===== src/rtl/glyph_frame_sequencer.sv =====
`default_nettype none
// ============================================================================
// Module   : glyph_frame_sequencer
// Purpose  : Frame-level controller: pin synchronisers, frame counter, palette
//            and mode application at frame boundaries for the glyph VGA path.
// Revision : 1.0 - initial release
// ============================================================================
module glyph_frame_sequencer #(
    parameter int FRAME_W     = 10,
    parameter int HOLD_CYCLES = 4,
    parameter int SYNC_STAGES = 2
) (
    input  logic               clk,
    input  logic               rst_n,
    input  logic [1:0]         mode_req_i,
    input  logic [1:0]         pal_req_i,
    input  logic               frame_start_i,
    output logic [1:0]         mode_o,
    output logic [1:0]         pal_o,
    output logic               gen_reset_o,
    output logic [FRAME_W-1:0] frame_o,
    output logic               rst_drop_o,
    output logic               busy_o,
    output logic               mode_changed_o
);

    localparam int HOLD_W = (HOLD_CYCLES > 1) ? $clog2(HOLD_CYCLES) : 1;
    localparam logic [HOLD_W-1:0] HOLD_LAST = HOLD_W'(HOLD_CYCLES - 1);

    localparam logic [1:0] ST_RUN  = 2'd0;
    localparam logic [1:0] ST_PEND = 2'd1;
    localparam logic [1:0] ST_HOLD = 2'd2;

    logic [SYNC_STAGES-1:0][1:0] mode_sync_q;
    logic [SYNC_STAGES-1:0][1:0] pal_sync_q;
    logic [1:0]                  mode_s;
    logic [1:0]                  pal_s;

    logic [1:0]         state_q,     state_d;
    logic [HOLD_W-1:0]  hold_cnt_q,  hold_cnt_d;
    logic [1:0]         mode_q,      mode_d;
    logic [1:0]         pal_q,       pal_d;
    logic               gen_reset_q, gen_reset_d;
    logic [FRAME_W-1:0] frame_q,     frame_d;
    logic               rst_drop_q,  rst_drop_d;
    logic               changed_q,   changed_d;
    logic               mode_diff;

    assign mode_s    = mode_sync_q[SYNC_STAGES-1];
    assign pal_s     = pal_sync_q[SYNC_STAGES-1];
    assign mode_diff = (mode_s != mode_q);

    always_ff @(posedge clk or negedge rst_n) begin
        if (!rst_n) begin
            mode_sync_q <= '0;
            pal_sync_q  <= '0;
            state_q     <= ST_RUN;
            hold_cnt_q  <= '0;
            mode_q      <= '0;
            pal_q       <= '0;
            gen_reset_q <= 1'b0;
            frame_q     <= '0;
            rst_drop_q  <= 1'b0;
            changed_q   <= 1'b0;
        end else begin
            mode_sync_q <= {mode_sync_q[SYNC_STAGES-2:0], mode_req_i};
            pal_sync_q  <= {pal_sync_q[SYNC_STAGES-2:0], pal_req_i};
            state_q     <= state_d;
            hold_cnt_q  <= hold_cnt_d;
            mode_q      <= mode_d;
            pal_q       <= pal_d;
            gen_reset_q <= gen_reset_d;
            frame_q     <= frame_d;
            rst_drop_q  <= rst_drop_d;
            changed_q   <= changed_d;
        end
    end

    // A cancel in PEND wins over a coincident frame_start: nothing to switch to.
    always_comb begin
        state_d = state_q;
        case (state_q)
            ST_RUN:  if (mode_diff) state_d = ST_PEND;
            ST_PEND: begin
                if (!mode_diff)         state_d = ST_RUN;
                else if (frame_start_i) state_d = ST_HOLD;
            end
            ST_HOLD: if (hold_cnt_q == '0) state_d = ST_RUN;
            default: state_d = ST_RUN;
        endcase
    end

    always_comb begin
        hold_cnt_d  = hold_cnt_q;
        mode_d      = mode_q;
        pal_d       = pal_q;
        gen_reset_d = gen_reset_q;
        frame_d     = frame_q;
        rst_drop_d  = rst_drop_q;
        changed_d   = 1'b0;
        case (state_q)
            ST_RUN: begin
                if (frame_start_i) begin
                    pal_d   = pal_s;
                    frame_d = frame_q + FRAME_W'(1);
                    if (&frame_q) rst_drop_d = 1'b1;
                end
            end
            ST_PEND: begin
                if (mode_diff && frame_start_i) begin
                    mode_d      = mode_s;
                    pal_d       = pal_s;
                    gen_reset_d = 1'b1;
                    frame_d     = '0;
                    rst_drop_d  = 1'b0;
                    hold_cnt_d  = HOLD_LAST;
                end
            end
            ST_HOLD: begin
                if (hold_cnt_q == '0) begin
                    gen_reset_d = 1'b0;
                    changed_d   = 1'b1;
                end else begin
                    hold_cnt_d = hold_cnt_q - HOLD_W'(1);
                end
            end
            default: ;
        endcase
    end

    assign mode_o         = mode_q;
    assign pal_o          = pal_q;
    assign gen_reset_o    = gen_reset_q;
    assign frame_o        = frame_q;
    assign rst_drop_o     = rst_drop_q;
    assign busy_o         = (state_q != ST_RUN);
    assign mode_changed_o = changed_q;

endmodule
`default_nettype wire

===== config.mk =====
export PLATFORM = sky130hd
export DESIGN_NAME = glyph_frame_sequencer
export DESIGN_NICKNAME = d
export VERILOG_FILES = /design/src/rtl/glyph_frame_sequencer.sv
export SDC_FILE = /design/constraint.sdc
export NUM_CORES = 1
export LEC_CHECK = 0
export CAP_MARGIN = 20
export CORE_ASPECT_RATIO = 0.6
export CORE_MARGIN = 2
export CORE_UTILIZATION = 56
export CTS_BUF_LIST = sky130_fd_sc_hd__clkbuf_2
export DETAILED_ROUTE_END_ITERATION = 6
export PLACE_DENSITY_LB_ADDON = 0.05
export RECOVER_POWER = 25
export SYNTH_ARGS = -nofsm -noshare
export SYNTH_HDL_FRONTEND = slang
export SYNTH_SLANG_ARGS = --single-unit

===== constraint.sdc =====
create_clock -name clk -period 2.84 [get_ports clk]
set_input_delay 0.284 -clock clk [delete_from_list [all_inputs] [get_ports clk]]
set_output_delay 0.284 -clock clk [all_outputs]
set_load 0.02 [all_outputs]

; ---- Word-level counts from Yosys, hierarchy flattened
; Index checks and enable logic that the tools add are counted.
[word_totals]
wordCells = 60
latchBits = 0
n_memories = 0
romBits = 0
input_bits = 7
register_bits = 29
output_inout_bits = 18
ram_bits = 0
[classes]
n_lt_le_gt_ge = 0
n_eq_ne = 10
n_bitwise = 0
div = 0
muxes = 23
reduce_logical = 13
n_mul = 0
addsub = 2
shifts = 0
[op_table]
columns = op, count
row1 = two-way mux 10 bit, 2
row2 = case mux 10 bit (2 select lines), 1
row3 = two-way mux 2 bit, 8
row4 = != test 2 bit (second input constant), 6
row5 = AND reduction 3 bit, 4
row6 = adder 10 x 1 -> 10 bit (second input constant), 1
row7 = AND reduction 10 bit, 1
row8 = case mux 2 bit (2 select lines), 2
row9 = two-way mux 1 bit, 7
row10 = case mux 2 bit (3 select lines), 1
row11 = nonzero test 2 bit, 3
row12 = zero test 2 bit, 2
row13 = case mux 1 bit (2 select lines), 2
row14 = AND reduction 4 bit, 1
row15 = != test 3 bit (second input constant), 1
row16 = == test 2 x 1 -> 1 bit (second input constant), 1
row17 = == test 2 bit (second input constant), 1
row18 = != test 2 bit, 1
row19 = AND reduction 2 bit, 1
row20 = subtractor 2 x 1 -> 2 bit (second input constant), 1
row21 = logical AND 1 bit, 1

; ---- Longest topological paths before layout
; Gate-level depths: netlist of run 1.
[depth]
ltp_word = 4
ltp_mapped = 6
mapped_depth_nobuf = 6

; ---- Worst setup path after synthesis of run 1
; OpenSTA, ideal clock, no wires.
[synth_timing]
path_kind = reg2reg
startpoint = register mode_q[1] (netlist: mode_o[1])
endpoint = register pal_q[0] (netlist: pal_o[0])
synth_period_minus_slack_ns = 1.568
slack_ns = 1.272
t_required_ns = 2.715
n_path_buf = 0
setup_time_ns = 0.125
arrival_time_ns = 1.443
path_stages_with_launch = 4
cell_sequence = dfrtp_1 -> xor2_2 -> o31ai_4 -> mux2_4
[synth_between]
elab_chain_cells = 4
[synth_rtl]
columns = item, line
row1 = "start, declared", 41  ; logic [1:0] mode_q, mode_d;
row2 = "start signal, assigned", 70  ; mode_q <= mode_d;
row3 = != test 2 bit, 51  ; assign mode_diff = (mode_s != mode_q);
row4 = logical AND 1 bit, 110  ; if (mode_diff && frame_start_i) begin
row5 = != test 2 bit (no line), n/a
row6 = AND reduction 3 bit (no line), n/a
row7 = "end signal, assigned", 71  ; pal_q <= pal_d;
row8 = "end, declared", 42  ; logic [1:0] pal_q, pal_d;
; Every way passes these cells.
; A chain may end at the register's enable or synchronous reset.

; ---- Worst setup path after layout of run 1
[layout_timing]
startpoint = register state_q[0]
endpoint = output port busy_o
[layout_between]
elab_chain_cells = 1
[layout_rtl]
columns = item, line
row1 = "start, declared", 39  ; logic [1:0] state_q, state_d;
row2 = "start signal, assigned", 68  ; state_q <= state_d;
row3 = nonzero test 2 bit, 136  ; assign busy_o = (state_q != ST_RUN);
row4 = "end, declared", 23  ; output logic busy_o,
; Every way passes these cells.

==> results of run 1 <==
power breakdown:
group          total (W)  switching, W  internal (W)
logic           0.000708      0.000348      0.000359
clock network   0.000208      0.000135     0.0000726
registers       0.000679      0.000148      0.000531
total            0.00159      0.000631      0.000963
through the flow:
step,total power [W],hold slack (ns),utilization,area [um^2]
floorplan,0.00111,-0.0116,-,1260
global placement,0.00137,0.332,0.713,1530
detailed placement,0.00140,0.339,0.713,1530
CTS,0.00160,0.282,0.732,1570
global route,0.00169,0.374,0.730,1570
finish,0.00159,0.365,0.730,1570
Yosys cell counts (all sizes together):
cell / n
a211oi: 1
nor3b: 1
buf: 2
dfrtp: 29
and3: 3
mux2i: 7
or2b: 2
and4: 1
nand4: 2
o211ai: 1
nand2b: 2
or2: 1
and2b: 1
a22oi: 1
o21ai: 4
nand3: 3
o21a: 1
ha: 2
o31ai: 1
nand2: 11
a22o: 3
mux2: 6
o311a: 1
a21oi: 1
inv: 5
nor2: 5
xor2: 2
nor3: 2
per-layer routing:
metal | routed length [um] | global-route usage | part of all wire
met1 | 1110 | 0.243 | 0.49
met2 | 981 | 0.314 | 0.44
met4 | 28 | 0.0781 | 0.012
met5 | 0 | 0 | 0
met3 | 135 | 0.102 | 0.060
worst max-delay path, cell delays in order (launching register included):
cell and delay, ns:
sky130_fd_sc_hd__dfrtp_1 0.52, sky130_fd_sc_hd__or2_2 0.33, sky130_fd_sc_hd__clkdlybuf4s50_1 0.53
worst max-delay path by stage:
stage	slack [ns]	startpoint	endpoint
2_1_floorplan	1.27	mode_o[1]	pal_o[0]
3_3_place_gp	1.04	frame_start_i	mode_o[0]
3_5_place_dp	0.99	frame_start_i	mode_o[1]
4_1_cts	0.80	state_q[0]	busy_o
5_1_grt	0.72	state_q[0]	busy_o
6_report	0.80	state_q[0]	busy_o
layout make-up:
type,count,area (um^2)
Tap cell,30,37.5
Timing Repair Buffer,25,244
Fill cell,173,579
Multi-Input combinational cell,65,502
Clock buffer,8,40.0
Sequential cell,29,726
Inverter,5,18.8
cell usage in the layout (no fill, tap or decap), types with 2 or more instances in the layout:
cell	count
sky130_fd_sc_hd__dfrtp_1	29
sky130_fd_sc_hd__clkdlybuf4s50_1	19
sky130_fd_sc_hd__nand2_1	11
sky130_fd_sc_hd__clkbuf_2	8
sky130_fd_sc_hd__mux2i_1	7
sky130_fd_sc_hd__nor2_1	5
sky130_fd_sc_hd__dlygate4sd3_1	5
sky130_fd_sc_hd__inv_1	4
sky130_fd_sc_hd__mux2_4	4
sky130_fd_sc_hd__o21ai_0	4
sky130_fd_sc_hd__and3_1	3
sky130_fd_sc_hd__a22o_1	3
sky130_fd_sc_hd__nand3_1	3
sky130_fd_sc_hd__nand2b_1	2
sky130_fd_sc_hd__xor2_2	2
sky130_fd_sc_hd__mux2_2	2
sky130_fd_sc_hd__nand4_1	2
sky130_fd_sc_hd__nor3_1	2
sky130_fd_sc_hd__or2b_1	2
sky130_fd_sc_hd__ha_1	2
kinds of logic after synthesis:
logic type | share of synthesized area
multiplexers | 0.121
flip-flops | 0.575
buffers and inverters | 0.0277
adder cells (fa/ha/maj) | 0.0198
AND/OR/NAND/NOR | 0.138
AO/OA/AOI/OAI | 0.0932
XOR/XNOR | 0.0258
==> summary by stage, run 1 <==
Synthesis
The number of synthesized register bits is 29. Yosys attributes the largest share of cell area to sky130_fd_sc_hd__dfrtp_1, sky130_fd_sc_hd__mux2i_1, sky130_fd_sc_hd__mux2_4. In this run the mean area of a mapped cell was approximately 12 um^2. Of all cell types, the one taking the most synthesized area is sky130_fd_sc_hd__dfrtp_1. Synthesis instantiated 31 different standard cells from the library. The synthesized netlist net count is between 100 and 150.

The share of the Yosys chip area taken by registers is 0.575. The cell count after synthesis came out at between 100 and 150. The post-synthesis instance area is roughly 1300 um^2. The share of synthesized area in the top cell type comes to 0.575. During synthesis, Yosys emitted a total of 0 warnings.

Clock network
In this run the deepest clock path goes through 2 buffers. The clock tree synthesis step divided the H-tree into 2 levels. Clock tree synthesis selected as its root buffer the cell sky130_fd_sc_hd__clkbuf_2.

For this design, the sink count on the clock tree is 29. The number of hold buffers added after CTS was 0. TritonCTS built the clock tree. The clock slew seen by the registers of the worst setup and hold paths is 0.14 ns.

The total clock buffers created by CTS is 5. The post-CTS setup-driven buffer insertion count is 0. The number of gates resized after CTS was 0. The later pin in the worst-skew pair is clocked with a latency of 0.37 ns.

Floorplanning
Pin placement for this block handled 25 I/O pins. The width of the die is around 65 um. The die covers 2660 um^2. The y dimension of the die is around 41 um. The core region is approximately 2100 um^2.

The standard-cell row count is 13. The initial core utilization is 0.588.

STA
Counting I/O delays and the setup requirement, the final critical path takes ~2.0 ns. Setup violations remaining at the end of the flow were counted as 0. At the pin with the least slew margin, the transition time is 1.50 ns. The count of endpoints failing hold in the final timing report is 0.

Setup repair after global routing left no endpoint under its margin. The total count of max-transition violations in the final report came to 0. Setup slack on the critical path of the routed design comes to ~0.80 ns. The fraction of the cycle the final worst path needs is 0.719. The worst slew margin relative to its limit is 0.000683.

The worst clock skew on the final layout is around 0.019 ns. Based on the critical path, the design can be clocked at up to 490 MHz. The setup TNS is 0 ns.

Global routing
Entering global routing, the biggest net connects 30 pins. Global routing finished with a remaining overflow of 0. The via count of the first global-routing pass was roughly 800.

The global-route total usage across every layer is 0.200. The initial antenna violation count is 0. The first global-routing pass estimated 3.62 mm of wire.

Pwr
Dividing total power by cell area gives a power density of around 1000 nW/um^2. Summed over all cells, the static leakage comes to between 0.7 and 0.8 nW. The worst IR drop on VDD is around 0.66 mV.

Placement
The half-perimeter wire length after detailed placement is between 1.5 and 2 mm. The routability congestion estimate from global placement is between 0.8 and 0.9. The placed cell count is around 150.

The count of buffers from port buffering is 24. Timing analysis after detailed placement gives a worst setup slack of approximately 1 ns.

Run status
The final reports fail on max-capacitance violations. The run finished, with violations left.

Detailed routing
The residual antenna-violating net count after detailed routing is 0. The number of DRC violations after detailed routing is 0. The total number of vias is ~870. The first TritonRoute pass finished after 5 iterations. The final layout contains routed wiring with a total length of 2.25 mm. The routed length per instance is between 10 and 15 um. The via density per instance is ~5.4.

The violation count after the first detailed-routing iteration is 42.

Finish
The growth of design area from synthesis to finish is 24.2%. The number of antenna cells inserted is 0. The register with the most flip-flops in the layout has 10 of them. The count of cells in the finished layout, fillers not included, comes to approximately 160.

In the final layout, the share of cells above drive strength 1 is 0.152. The count of nets after finishing is 140.

Setup path
Setup slack on the worst reg-to-reg path comes out at around 1.1 ns. STA classifies the critical path startpoint as a register. The endpoint required time on the critical path is 2.56 ns. The signal arrival time at the worst endpoint is between 1.5 and 2 ns. The critical path in this run is classified as register to output pin. The reg-to-reg critical path endpoint is hold_cnt_q[0]. The startpoint identified for the worst register-to-register timing path is mode_o[1]. The critical path endpoint category is an output pin. The number of cells on the worst reg-to-reg path is 4. Of all nets on the critical path, the largest fanout is 9.

Worst hold path
The tightest min-delay check is of the register to register type. The cell count of the worst hold path is 0. The source of the worst hold timing path is mode_sync_q[0]. The sink of the worst hold path is mode_s[0].

Flow run
The number of violations of the max-capacitance limit is 1.
(Power assumes the default switching activity.)
==> inputs of run 2 (changes only) <==
--- a/config.mk
+++ b/config.mk
@@ -8,7 +8,7 @@
 export CAP_MARGIN = 20
 export CORE_ASPECT_RATIO = 0.6
 export CORE_MARGIN = 2
-export CORE_UTILIZATION = 56
+export CORE_UTILIZATION = 47
 export CTS_BUF_LIST = sky130_fd_sc_hd__clkbuf_2
 export DETAILED_ROUTE_END_ITERATION = 6
 export PLACE_DENSITY_LB_ADDON = 0.05
==> constraint.sdc (replaced) <==
create_clock -name clk -period 1.7 [get_ports clk]
set_input_delay 0.17 -clock clk [delete_from_list [all_inputs] [get_ports clk]]
set_output_delay 0.17 -clock clk [all_outputs]
set_load 0.02 [all_outputs]
==> summary by stage, run 2 (synthesized netlist as in run 1, its figures left out) <==
STA
The slew at the pin closest to its max-slew limit is 0.710 ns (-0.789 ns). The count of endpoints failing hold in the final timing report came to 0 (unchanged). The worst clock skew on the final layout is 0.0202 ns (+0.00107 ns). The final critical-path setup slack is 0.0850 ns (-0.712 ns). The fraction of the cycle the final worst path needs is 0.950. Setup repair after global routing left no endpoint under its margin.

The total count of max-transition violations in the final report is 0 (unchanged). The final number of setup-violating endpoints is 0 (unchanged). The worst slew margin relative to its limit was 0.527 (+0.526). The setup TNS is 0 ns (unchanged).

The routed design could run at a clock period as short as roughly 1.6 ns. For this run, the top clock speed supported by timing is about 620 MHz.

Setup path
The signal on the critical path passes through clkdlybuf4s50_1. The buffering stage count on the worst path with inverters included is 1 (unchanged). The worst setup path is captured at an output pin. The kind of cell adding the most delay to the critical path is buffers and inverters. The cell count along the critical path is 1 (-1). On the critical path, the stage with the largest delay is an instance of sky130_fd_sc_hd__clkdlybuf4s50_1. The timing endpoint of the critical path is frame_o[3].

The signal arrival time at the worst endpoint came to 1.44 ns (-0.32 ns). The endpoint required time on the critical path is 1.53 ns (-1.03 ns). The number of cells on the worst reg-to-reg path is 4 (unchanged). The biggest fanout along the worst timing path is 7 (-2). The start point of the critical path is frame_o[3]. By startpoint and endpoint, the worst setup path is classified as register to output pin. The delay contributed by the slowest stage of the critical path is 0.62 ns (+0.09 ns). The launch instance of the worst register-to-register path is mode_o[1]. STA classifies the critical path startpoint as a register. The reg-to-reg critical path endpoint is pal_o[0]. The minimum setup slack among reg-to-reg paths is 0.15 ns (-0.99 ns).

Global routing
The initial antenna violation count is 0 (unchanged). The global-route total usage across every layer was 0.184 (-0.0162). The via count of the first global-routing pass is 839 (+5.9%). The first-pass GRT wire length is 4.15 mm (+15%).

The remaining global-route overflow is 0 (unchanged). The maximum number of pins on one net before global-route repair is 30 (unchanged).

Placement
The routability congestion estimate from global placement is 0.790 (-2.2%). The half-perimeter wire length after detailed placement is 1.69 mm (+4.4%). The setup slack after placement came to -0.0167 ns (-1.01 ns). The count of buffers from port buffering came to 24 (unchanged).

Finish
The top cell types in the final layout, fill and taps aside, are sky130_fd_sc_hd__dfrtp_1, sky130_fd_sc_hd__clkdlybuf4s50_1, sky130_fd_sc_hd__nand2_1, sky130_fd_sc_hd__mux2i_1, sky130_fd_sc_hd__clkbuf_2. The count of nets after finishing is 146 (+4.3%). The number of antenna cells inserted is 0 (unchanged).

The fraction of layout instances using a drive strength above 1 is 0.197 (+0.0456). The growth of design area from synthesis to finish is 29.7%. The flip-flop count of the largest register, all copies and words added is 10 (unchanged). The library cell used most frequently in the layout, excluding fill and tap cells, is sky130_fd_sc_hd__dfrtp_1.

Run status
The flow ran to the end, and the final reports show no timing, DRC or antenna violations.

Worst hold path
The type of the tightest min-delay check is primary input to register. The cell count of the worst hold path is 1 (+1).

Clock network
The clock slew seen by the registers of the worst setup and hold paths is 0.14 ns (about the same). The number of levels the H-tree was split into is 2 (unchanged). The total clock buffers created by CTS is 5 (unchanged). The number of sinks handled by clock tree synthesis was 29 (unchanged). The maximum clock path buffer count is 2 (unchanged). TritonCTS built the clock tree. The post-cts hold buffer count is 0 (unchanged). Clock tree synthesis selected as its root buffer the cell sky130_fd_sc_hd__clkbuf_2.

The clock latency on the worst-skew pair was 0.36 ns (about the same).

Detailed routing
The total wire length after detailed routing is 2.45 mm (+8.6%). The routed length per instance is 14.5 um (+4.1%). The residual antenna-violating net count after detailed routing came to 0 (unchanged). The iteration count of the initial detailed-routing pass is 4 (-1). The violation count after the first detailed-routing iteration came to 57 (+36%). The total number of vias is 877 (+0.46%). The number of DRC violations after detailed routing was 0 (unchanged). The via density per instance is 5.19 (-3.7%).

Pwr
The total power per unit cell area is 1680 nW/um^2 (+65%). The worst IR drop on VDD came to 0.869 mV (+33%). The leakage power total is 0.810 nW (+6.1%).

Floorplanning
The number of placed I/O pins is 25 (unchanged). The initial core utilization was 0.500 (-0.0875). The placeable core region was 2520 um^2 (+17%). The width of the die is 70.9 um (+8.6%). The y dimension of the die is 44.1 um (+8.3%). The standard-cell row count is 14 (+1). The die footprint is 3130 um^2 (+18%).

Flow run
The number of violations of the max-capacitance limit came to 0 (-1).
## run 2: what timing repair did
| item | 4_1_cts | 5_1_grt |
|---|---|---|
| endpoints found under the hold margin | 0 | 0 |
| setup buffers | 0 | 4 |
| setup endpoints to repair | 3 | 8 |
| pin swaps | 0 | 2 |
| resized for setup | 2 | 4 |
## run 2: worst min path at each step
| stage | from | to | slack [ns] |
|---|---|---|---|
| 6_report | mode_req_i[1] | mode_sync_q[1] | 0.36 |
| 5_1_grt | pal_req_i[1] | pal_sync_q[1] | 0.34 |
| 4_1_cts | rst_n | hold_cnt_q[0] | 0.19 |
| 3_5_place_dp | pal_sync_q[0] | pal_s[0] | 0.34 |
| 3_3_place_gp | pal_sync_q[0] | pal_s[0] | 0.34 |
| 2_1_floorplan | rst_n | frame_o[0] | -0.13 |
## run 2: where the power goes
| group | internal [W] | leakage [nW] | total (W) | switching [W] |
|---|---|---|---|---|
| clock network | 0.0000958 | 0.0265 | 0.000319 | 0.000223 |
| logic | 0.000667 | 0.438 | 0.00132 | 0.000648 |
| registers | 0.000893 | 0.345 | 0.00111 | 0.000221 |
## run 2: layout make-up
type | count | area (um^2)
Clock buffer | 6 | 30.0
Clock inverter | 1 | 3.75
Fill cell | 210 | 885
Inverter | 5 | 18.8
Multi-Input combinational cell | 65 | 510
Sequential cell | 29 | 728
Tap cell | 32 | 40.0
Timing Repair Buffer | 31 | 307
## run 2: metal layers
metal	routed length, um	part of all wire	global-route usage	up-vias
li1	-	-	-	424
met1	1220	0.50	0.254	422
met2	1040	0.42	0.258	24
met3	132	0.054	0.0683	7
met4	55	0.022	0.0906	0
met5	0	0	0	-
## run 2: per-stage QoR
stage	cell area [um^2]	utilization	power, W	hold WS (ns)	std cells
6_report	1640	0.649	0.00275	0.355	169
5_1_grt	1640	0.649	0.00294	0.338	169
4_1_cts	1590	0.630	0.00270	0.188	165
3_5_place_dp	1550	0.614	0.00237	0.336	158
3_3_place_gp	1550	0.614	0.00233	0.336	158
2_1_floorplan	1260	-	0.00186	-0.126	101
